**src/rtl/sensor_pkg.sv**
```systemverilog
// Shared types and defaults for the vehicle-loop sensor conditioner.
package sensor_pkg;

    // Debounce FSM states: the two *_WAIT states hold the previous accepted level
    // while the opposite level is being qualified.
    typedef enum logic [1:0] {
        ST_LOW       = 2'd0,
        ST_RISE_WAIT = 2'd1,
        ST_HIGH      = 2'd2,
        ST_FALL_WAIT = 2'd3
    } deb_state_e;

    localparam int DEBOUNCE_CYCLES_DEF = 8;
    localparam int COUNT_W_DEF         = 8;

endpackage

```
**src/rtl/sync_2ff.sv**
```systemverilog
// Two-flop synchroniser for a single asynchronous pad input.
module sync_2ff (
    input  logic clk,
    input  logic reset,
    input  logic d,
    output logic q
);

    logic s1_q;
    logic s2_q;

    // Shift the pad level through two flops to settle metastability.
    always_ff @(posedge clk or posedge reset) begin
        // NOTE: flops are written with <= so both stages sample the old values on the same edge.
        if (reset) begin
            s1_q <= 1'b0;
            s2_q <= 1'b0;
        end else begin
            s1_q <= d;
            s2_q <= s1_q;
        end
    end

    assign q = s2_q;

endmodule

```
**src/rtl/sensor_conditioner.sv**
```systemverilog
// Vehicle-loop sensor conditioner: synchronises and debounces the loop input,
// raises a sticky request per accepted arrival and counts arrivals.
// Optional macro SENSOR_COUNT_EN builds the saturating arrival counter; when it is
// undefined veh_count and count_sat are tied low.
module sensor_conditioner
    import sensor_pkg::*;
#(
    parameter int DEBOUNCE_CYCLES = DEBOUNCE_CYCLES_DEF,
    parameter int COUNT_W         = COUNT_W_DEF
) (
    input  logic               clk,
    input  logic               reset,
    input  logic               sensor_raw,
    input  logic               req_ack,
    output logic               sensor_clean,
    output logic               sensor_req,
    output logic [COUNT_W-1:0] veh_count,
    output logic               count_sat
);

    // Stable-count value at which the pending level is accepted.
    localparam logic [7:0] CNT_LAST = 8'(DEBOUNCE_CYCLES - 1);

    logic       s2;
    deb_state_e state_q, state_d;
    logic [7:0] cnt_q, cnt_d;
    logic       sensor_clean_q, sensor_clean_d;
    logic       sensor_req_q, sensor_req_d;
    logic       arrival;

    sync_2ff u_sync (
        .clk   (clk),
        .reset (reset),
        .d     (sensor_raw),
        .q     (s2)
    );

    // Debounce next-state logic: qualify a level change over DEBOUNCE_CYCLES stable cycles.
    always_comb begin
        // NOTE: every output of this block gets a default first so no path infers a latch.
        state_d = state_q;
        cnt_d   = cnt_q;
        unique case (state_q)
            ST_LOW: begin
                if (s2) begin
                    state_d = ST_RISE_WAIT;
                    cnt_d   = 8'd0;
                end
            end
            ST_RISE_WAIT: begin
                if (!s2) begin
                    state_d = ST_LOW;
                end else if (cnt_q == CNT_LAST) begin
                    state_d = ST_HIGH;
                end else begin
                    cnt_d = cnt_q + 8'd1;
                end
            end
            ST_HIGH: begin
                if (!s2) begin
                    state_d = ST_FALL_WAIT;
                    cnt_d   = 8'd0;
                end
            end
            ST_FALL_WAIT: begin
                if (s2) begin
                    state_d = ST_HIGH;
                end else if (cnt_q == CNT_LAST) begin
                    state_d = ST_LOW;
                end else begin
                    cnt_d = cnt_q + 8'd1;
                end
            end
            default: begin
                state_d = ST_LOW;
                cnt_d   = 8'd0;
            end
        endcase
    end

    // An arrival is the single RISE_WAIT->HIGH acceptance of a rising level.
    assign arrival = (state_q == ST_RISE_WAIT) && (state_d == ST_HIGH);

    // Clean level follows the accepted level held by the next state; request is sticky,
    // and a simultaneous arrival overrides the acknowledge.
    always_comb begin
        sensor_clean_d = (state_d == ST_HIGH) || (state_d == ST_FALL_WAIT);
        sensor_req_d   = sensor_req_q;
        if (req_ack) begin
            sensor_req_d = 1'b0;
        end
        if (arrival) begin
            sensor_req_d = 1'b1;
        end
    end

    // State, stable counter and registered outputs.
    always_ff @(posedge clk or posedge reset) begin
        if (reset) begin
            state_q        <= ST_LOW;
            cnt_q          <= 8'd0;
            sensor_clean_q <= 1'b0;
            sensor_req_q   <= 1'b0;
        end else begin
            state_q        <= state_d;
            cnt_q          <= cnt_d;
            sensor_clean_q <= sensor_clean_d;
            sensor_req_q   <= sensor_req_d;
        end
    end

    assign sensor_clean = sensor_clean_q;
    assign sensor_req   = sensor_req_q;

`ifdef SENSOR_COUNT_EN
    localparam logic [COUNT_W-1:0] COUNT_MAX = '1;

    logic [COUNT_W-1:0] veh_count_q, veh_count_d;

    // Saturating arrival count: hold at all-ones rather than wrap.
    always_comb begin
        veh_count_d = veh_count_q;
        if (arrival && (veh_count_q != COUNT_MAX)) begin
            veh_count_d = veh_count_q + 1'b1;
        end
    end

    // Arrival counter register.
    always_ff @(posedge clk or posedge reset) begin
        if (reset) begin
            veh_count_q <= '0;
        end else begin
            veh_count_q <= veh_count_d;
        end
    end

    assign veh_count = veh_count_q;
    assign count_sat = (veh_count_q == COUNT_MAX);
`else
    assign veh_count = '0;
    assign count_sat = 1'b0;
`endif

endmodule

```
**config.mk**
```make
export PLATFORM = sky130hd
export DESIGN_NAME = sensor_conditioner
export DESIGN_NICKNAME = d
export VERILOG_FILES = /design/src/rtl/sensor_pkg.sv /design/src/rtl/sync_2ff.sv /design/src/rtl/sensor_conditioner.sv
export SDC_FILE = /design/constraint.sdc
export NUM_CORES = 1
export LEC_CHECK = 0
export CAP_MARGIN = 20
export CORE_MARGIN = 10
export CORE_UTILIZATION = 35
export CTS_BUF_LIST = sky130_fd_sc_hd__clkbuf_8
export DETAILED_ROUTE_END_ITERATION = 8
export HOLD_SLACK_MARGIN = 0.03
export MAX_ROUTING_LAYER = met4
export PLACE_DENSITY = 0.57
export SLEW_MARGIN = 5
export SYNTH_ARGS = -nofsm -noshare
export SYNTH_HDL_FRONTEND = slang
export SYNTH_SLANG_ARGS = --single-unit
```
**constraint.sdc**
```tcl
create_clock -name clk -period 4.6 [get_ports clk]
set_input_delay 1.38 -clock clk [delete_from_list [all_inputs] [get_ports clk]]
set_output_delay 1.38 -clock clk [all_outputs]
set_load 0.005 [all_outputs]
```
=== After elaboration in Yosys (flattened, before gate mapping) ===
Index checks and enable logic that the tools add are counted.

* Bits in registers: 14
* Input bits: 4
* Word-level logic and storage cells: 37

* Add/subtract/negate cells: 1
* Eq/ne operators: 10
* Reductions and logical operators: 5
* Mux-type cells: 15

{| class="wikitable"
|+ Operators by type and width
! kind !! number
|-
| two-way mux 8 bit || 5
|-
| one-hot mux 8 bit (4 select lines) || 1
|-
| two-way mux 2 bit || 6
|-
| adder 8 x 1 -> 8 bit (second input constant) || 1
|-
| == test 2 bit (second input constant) || 4
|-
| == test 8 x 3 -> 1 bit (second input constant) || 1
|-
| one-hot mux 2 bit (4 select lines) || 1
|-
| != test 2 x 1 -> 1 bit (second input constant) || 2
|-
| != test 2 bit (second input constant) || 2
|-
| AND reduction 4 bit || 1
|-
| == test 2 x 1 -> 1 bit (second input constant) || 1
|-
| logical NOT 2 bit || 1
|-
| two-way mux 1 bit || 2
|-
| nonzero test 2 bit || 1
|-
| logical AND 1 bit || 1
|-
| logical OR 1 bit || 1
|}

=== Depth between registers and ports, before layout ===
Gate-level depths: netlist of run 1.

* Depth in word-level cells: 7
* Depth in mapped cells: 6
* Mapped depth without buffers: 6

=== By module ===
From an unflattened synthesis of run 1, not the netlist that was laid out.

* Cell total of the unflattened synthesis: 76
* Area total of the unflattened synthesis: 734.5 um2

{| class="wikitable"
|+ Modules (own cells, without submodules)
! module !! area an instance (um2) !! cells each !! times used
|-
| sensor_conditioner || 680.7 || 73 || 1
|-
| sync_2ff || 53.8 || 3 || 1
|}

=== Worst setup path after synthesis of run 1 ===
OpenSTA, ideal clock, no wires.

* Kind: reg2out
* From: reg sensor_clean_q, in the netlist sensor_clean
* To: out sensor_clean
* Path slack: 2804 ps
* Data arrival time: 416 ps
* Stages on the path, launching flop included: 1
* Data required time: 3220 ps
* Buffers on the path: 0
* Path through: dfrtp_1

{| class="wikitable"
|+ RTL lines
! item !! RTL line !! RTL
|-
| start, declared || sensor_conditioner.sv:27 || <nowiki>logic sensor_clean_q, sensor_clean_d;</nowiki>
|-
| start signal, assigned || sensor_conditioner.sv:107 || <nowiki>sensor_clean_q <= sensor_clean_d;</nowiki>
|-
| end, declared || sensor_conditioner.sv:15 || <nowiki>output logic sensor_clean,</nowiki>
|}

No word-level cell between the ends.

=== Worst setup path after layout of run 1 ===
* From: reg sensor_clean_q, in the netlist sensor_clean
* To: out sensor_clean

No word-level cell between the ends.

==> flow_metrics.tcl, run 1 <==
set metrics [dict create \
    status "finished, final reports clean" \
    gp_congestion 0.778 \
    clock-root-buffer "clkbuf_8" \
    max_cap_violations 0 \
    p_leak_nw 0.340 \
    fp.dieH_um 65.1 \
    finClkSkew_ns 0.00162 \
    r2r_cells 4 \
    setup_viol 0 \
    crit_cells 1 \
    path_buf_inv 1 \
    start_util_pct 36.7 \
    min_path_type "reg -> reg" \
    routed_wl_um 1280 \
    crit_chain "clkdlybuf4s50_1" \
    crit_family "buffers and inverters" \
    drive_gt1_share_pct 11.3 \
    dp_hpwl_um 1010 \
    powerDensity_nw_per_um2 441 \
    pin_count 15 \
    min_period_ns 2.59 \
    cts_tree "built" \
    clockBufferDepth 2 \
    fin_tns_setup_ns 0 \
    routed-wl-met2_um 668 \
    antenna_left 0 \
    antenna_cells 0 \
    grt_first_pass_wirelength_um 2140 \
    ys_seq_elements 13 \
    cp-startpoint "sensor_clean$_DFF_PP0_" \
    die_w_um 65.1 \
    yosysSeqAreaShare_pct 45.7 \
    critPathLaunchType "flip-flop" \
    synthTopCellsByArea "dfrtp_1, buf_4, nand2_1" \
    clk_pin_slew_ns 0.05 \
    ys_async_sr_fraction_pct 100 \
    clk_latency_ns 0.24 \
    crit_type "reg -> out" \
    crit_path_max_fanout 5 \
    drc_errors 0 \
    crit_slowest_cell "clkdlybuf4s50_1" \
    ys_warn_count 0 \
    endpoint "sensor_clean" \
    wl_met3_um 74 \
    viasPerCell 4.52 \
    synth.avg_cell_area_sq_um 9.75 \
    fp.dieArea_sq_um 4240 \
    synth_area_sq_um 712 \
    antenna_found_initial 0 \
    cts_setup_buffers 0 \
    yosys.area.top_type "dfrtp_1" \
    finalPower_w 0.000351 \
    yosys.area.top_type_share_pct 45.7 \
    gr-total-overflow 0 \
    h-tree-depth 1 \
    yosys.cell_types.count 25 \
    grt.total_usage_pct 6.60 \
    r2r_slack_ns 2.89 \
    cp.arrival_ns 1.21 \
    nets 86 \
    cts_resized 0 \
    fill_cells 192 \
    dr.first_iter.drc_count 12 \
    slew_violations 0 \
    port_buffers 5 \
    cts_hold_buffers 0 \
    cpPeakStageDelay_ns 0.54 \
    max_freq_ghz 0.387 \
    highest_layer "met4" \
    coreArea_sq_um 1940 \
    met1_length_um 525 \
    synth_cells 73 \
    cts_sinks 13 \
    timing.final.crit_share_pct 56.2 \
    rows 16 \
    dr.pass1.iters 4 \
    timing.rr.end "cnt_q[5]$_DFFE_PP0P_" \
    numCtsBuffers 3 \
    required_ns 3.22 \
    wl_per_cell_um 12.0 \
    final-hold-violation-count 0 \
    grt_pass1_vias 489 \
    timing.rr.start "state_q[0]$_DFF_PP0_" \
    synth_edf_count 0 \
    max-vdd-ir-drop_uv 233 \
    endpoint_kind "output port" \
    vias 484 \
    rsz0062_at_grt "false" \
    synthFlopType "dfrtp_1" \
    grt_max_degree 14 \
    synthToLayoutAreaGrowth_pct 11.8 \
]
-- worst min path at each step --
stage | slack (ns) | depth (start not counted) | end | startpoint
2_1_floorplan | 0.33 | 0 | u_sync.q$_DFF_PP0_ | u_sync.s1_q$_DFF_PP0_
3_3_place_gp | 0.33 | 0 | u_sync.q$_DFF_PP0_ | u_sync.s1_q$_DFF_PP0_
3_5_place_dp | 0.35 | 0 | u_sync.q$_DFF_PP0_ | u_sync.s1_q$_DFF_PP0_
4_1_cts | 0.36 | 0 | u_sync.q$_DFF_PP0_ | u_sync.s1_q$_DFF_PP0_
5_1_grt | 0.38 | 0 | u_sync.q$_DFF_PP0_ | u_sync.s1_q$_DFF_PP0_
6_report | 0.36 | 0 | u_sync.q$_DFF_PP0_ | u_sync.s1_q$_DFF_PP0_
-- state kept, by name, summed over array words and instances (netlist names) --
signal        count
sensor_clean      1
u_sync.s1_q       1
u_sync.q          1
sensor_req        1
state_q           1
cnt_q             8
-- through the flow --
step,instance area [sq um],hold slack [ns],instances,util [%],worst slack [ns]
global route,796,0.379,107,41.0,1.97
CTS,796,0.358,107,41.0,2.00
global placement,751,0.335,103,38.7,2.27
finish,796,0.362,107,41.0,2.01
floorplan,742,0.331,81,-,2.80
detailed placement,751,0.346,103,38.7,2.25
-- layout make-up --
class                      count  area, sq um  area share [%]
timing repair buffer           5         50.0            6.29
inverter                       6         25.0            3.14
multi-input combinational     52          317            39.8
clock buffer                   3         41.3            5.19
tap                           27         33.8            4.25
sequential                    13          325            40.9
clock inverter                 1         3.75           0.472
-- cells in the final DEF (no fill, tap or decap), types with 3 or more instances in the layout --
master / count
clkdlybuf4s50_1: 5
dfrtp_1: 13
conb_1: 9
nor2_1: 3
clkbuf_8: 3
inv_1: 6
nand3_1: 4
o21ai_0: 6
xnor2_1: 3
nor3_1: 3
nand2_1: 10
-- routing by layer --
metal	GRT usage (%)	up-vias
met5	-	-
met4	4.81	0
li1	-	241
met3	2.37	2
met2	10.8	6
met1	6.32	235
-- report_power, final --
part           total [W]  switching, W  internal (W)
logic          0.0000923     0.0000517     0.0000407
registers       0.000162     0.0000287      0.000134
clock network  0.0000962     0.0000375     0.0000587
-- cell usage after synthesis (3+ instances only) --
cell	n
nor3_1	3
xnor2_1	3
inv_1	5
nand3_1	4
buf_4	10
nor2_1	3
nand2_1	10
dfrtp_1	13
o21ai_0	6
-- cell families (layout without fill, tap and decap cells) --
family / after synthesis / in the layout / synth area share, %
DFF: 13 / 13 / 45.7
AOI/OAI and AO/OA: 12 / 12 / 13.0
other: 1 / 9 / 0.527
buffers and inverters: 16 / 15 / 14.1
xor gates and xnor gates: 4 / 4 / 4.92
adders and majority gates: 1 / 1 / 1.76
and+or+nand+nor: 26 / 26 / 20.0
(Power assumes the default switching activity.)
==> run 2: changes to the inputs <==
clock period = 2.7 ns   (was 4.6 ns; I/O delays follow)
==> run 2 against run 1 <==
  * Core utilization stayed put
  * Clock skew is 0.00089 ns lower
  * Die area is the same
  * Sequential share of layout area is the same
  * Largest cell class unchanged
  * Largest power group unchanged
  * Highest routed layer unchanged
==> flow_metrics.tcl, run 2 (synthesis results as in run 1) <==
set metrics [dict create \
    fill_cells 196 \
    min_path_type "reg -> reg" \
    dp_hpwl_um 998 \
    finClkSkew_ns 0.000721 \
    grt.total_usage_pct 7.29 \
    antenna_cells 0 \
    intPower_w 0.000397 \
    antenna_found_initial 0 \
    crit_chain "clkdlybuf4s50_1" \
    r2r_cells 4 \
    wl_per_cell_um 12.2 \
    path_buf_inv 1 \
    cts_setup_buffers 0 \
    rsz0062_at_grt "false" \
    pwr-share-seq_pct 46.0 \
    clk_latency_ns 0.24 \
    status "finished, final reports clean" \
    crit_path_max_fanout 5 \
    clockBufferDepth 2 \
    gp_congestion 0.737 \
    clk_pin_slew_ns 0.05 \
    top_register "cnt_q" \
    switching_share_pct 33.8 \
    grt_first_pass_wirelength_um 2370 \
    start_util_pct 36.7 \
    worst_slew_pin_slew_ns 0.490 \
    setup_viol 0 \
    multi_input_comb_area_sq_um 317 \
    max-vdd-ir-drop_uv 346 \
    final-hold-violation-count 0 \
    cpPeakStageDelay_ns 0.54 \
    power_switching_w 0.000202 \
    endpoint_kind "output port" \
    hold_path_end "u_sync.q$_DFF_PP0_" \
    final_common_cell "dfrtp_1" \
    timing.rr.end "cnt_q[5]$_DFFE_PP0P_" \
    hold_depth 0 \
    cts_hold_buffers 0 \
    cp.arrival_ns 1.22 \
    powerDensity_nw_per_um2 753 \
    clock-root-buffer "clkbuf_8" \
    antenna_left 0 \
    cts_resized 0 \
    cts_tree "built" \
    fp.dieArea_sq_um 4240 \
    dr.pass1.iters 4 \
    die_w_um 65.1 \
    nets 86 \
    p_leak_nw 0.340 \
    coreArea_sq_um 1940 \
    grt_max_degree 14 \
    fp.dieH_um 65.1 \
    timing.rr.start "state_q[0]$_DFF_PP0_" \
    drc_errors 0 \
    required_ns 1.89 \
    fin_ws_ns 0.669 \
    drive_gt1_share_pct 11.3 \
    min_period_ns 2.03 \
    dp_slack_ns 0.918 \
    pin_count 15 \
    gr-total-overflow 0 \
    grt_pass1_vias 512 \
    final_cell_mix "dfrtp_1, nand2_1, conb_1" \
    seqCellArea_sq_um 325 \
    slew_violations 0 \
    routed_wl_um 1300 \
    cts_sinks 13 \
    vias 482 \
    crit_type "reg -> out" \
    slew_headroom_pct 67.1 \
    port_buffers 5 \
    clockPowerShare_pct 27.7 \
    hold_path_startpoint "u_sync.s1_q$_DFF_PP0_" \
    largest_register_ffs 8 \
    max_freq_ghz 0.492 \
    crit_family "buffers and inverters" \
    p_comb_share_pct 26.2 \
    fin_tns_setup_ns 0 \
    numCtsBuffers 3 \
    viasPerCell 4.50 \
    rows 16 \
    timing.final.crit_share_pct 75.2 \
    synthToLayoutAreaGrowth_pct 11.8 \
    h-tree-depth 1 \
    dr.first_iter.drc_count 13 \
    critPathLaunchType "flip-flop" \
    max_cap_violations 0 \
    r2r_slack_ns 0.99 \
    crit_slowest_cell "clkdlybuf4s50_1" \
]
-- run 2: cell counts in the layout (fill, tap and decap cells not counted) --
Identical to the previous run, type by type.
-- run 2: area by class of cell --
class	count	area share (%)
well taps	27	4.25
repair buffers	5	6.29
multi-input cells	52	39.8
clock buffers	3	5.19
clock inverters	1	0.472
inverters	6	3.14
flip-flops and latches	13	40.9
-- run 2: through the flow --
stage,util (%),area [sq um],std cells,hold WS (ns),power [W]
after floorplan,-,742,81,0.331,0.000405
after global placement,38.7,751,103,0.335,0.000434
after detailed placement,38.7,751,103,0.348,0.000436
after CTS,41.0,796,107,0.361,0.000606
after global routing,41.0,796,107,0.377,0.000649
final,41.0,796,107,0.355,0.000599
-- run 2: layer usage --
metal	vias up	part of all wire [%]	track usage, %
met5	-	0	-
met2	13	46	10.6
met3	5	7.9	3.39
met1	224	43	7.82
met4	0	2.6	4.81
li1	240	-	-
-- run 2: how the worst max path moves through the flow --
stage | start | to | slack (ns) | cells past startpoint
floorplan | cnt_q[5]$_DFFE_PP0P_ | cnt_q[5]$_DFFE_PP0P_ | 1.13 | 4
global placement | sensor_clean$_DFF_PP0_ | sensor_clean | 0.94 | 1
detailed placement | sensor_clean$_DFF_PP0_ | sensor_clean | 0.92 | 1
CTS | sensor_clean$_DFF_PP0_ | sensor_clean | 0.65 | 1
global route | sensor_clean$_DFF_PP0_ | sensor_clean | 0.63 | 1
finish | sensor_clean$_DFF_PP0_ | sensor_clean | 0.67 | 1
-- run 2: power groups by stage --
| stage | clock [W] | sequential [W] | combinational (W) |
|---|---|---|---|
| after global placement | 0 | 0.000277 | 0.000157 |
| after CTS | 0.000172 | 0.000276 | 0.000158 |
| final | 0.000166 | 0.000276 | 0.000157 |
| after detailed placement | 0 | 0.000279 | 0.000157 |
| after global routing | 0.000182 | 0.000283 | 0.000184 |
| after floorplan | 0 | 0.000260 | 0.000145 |
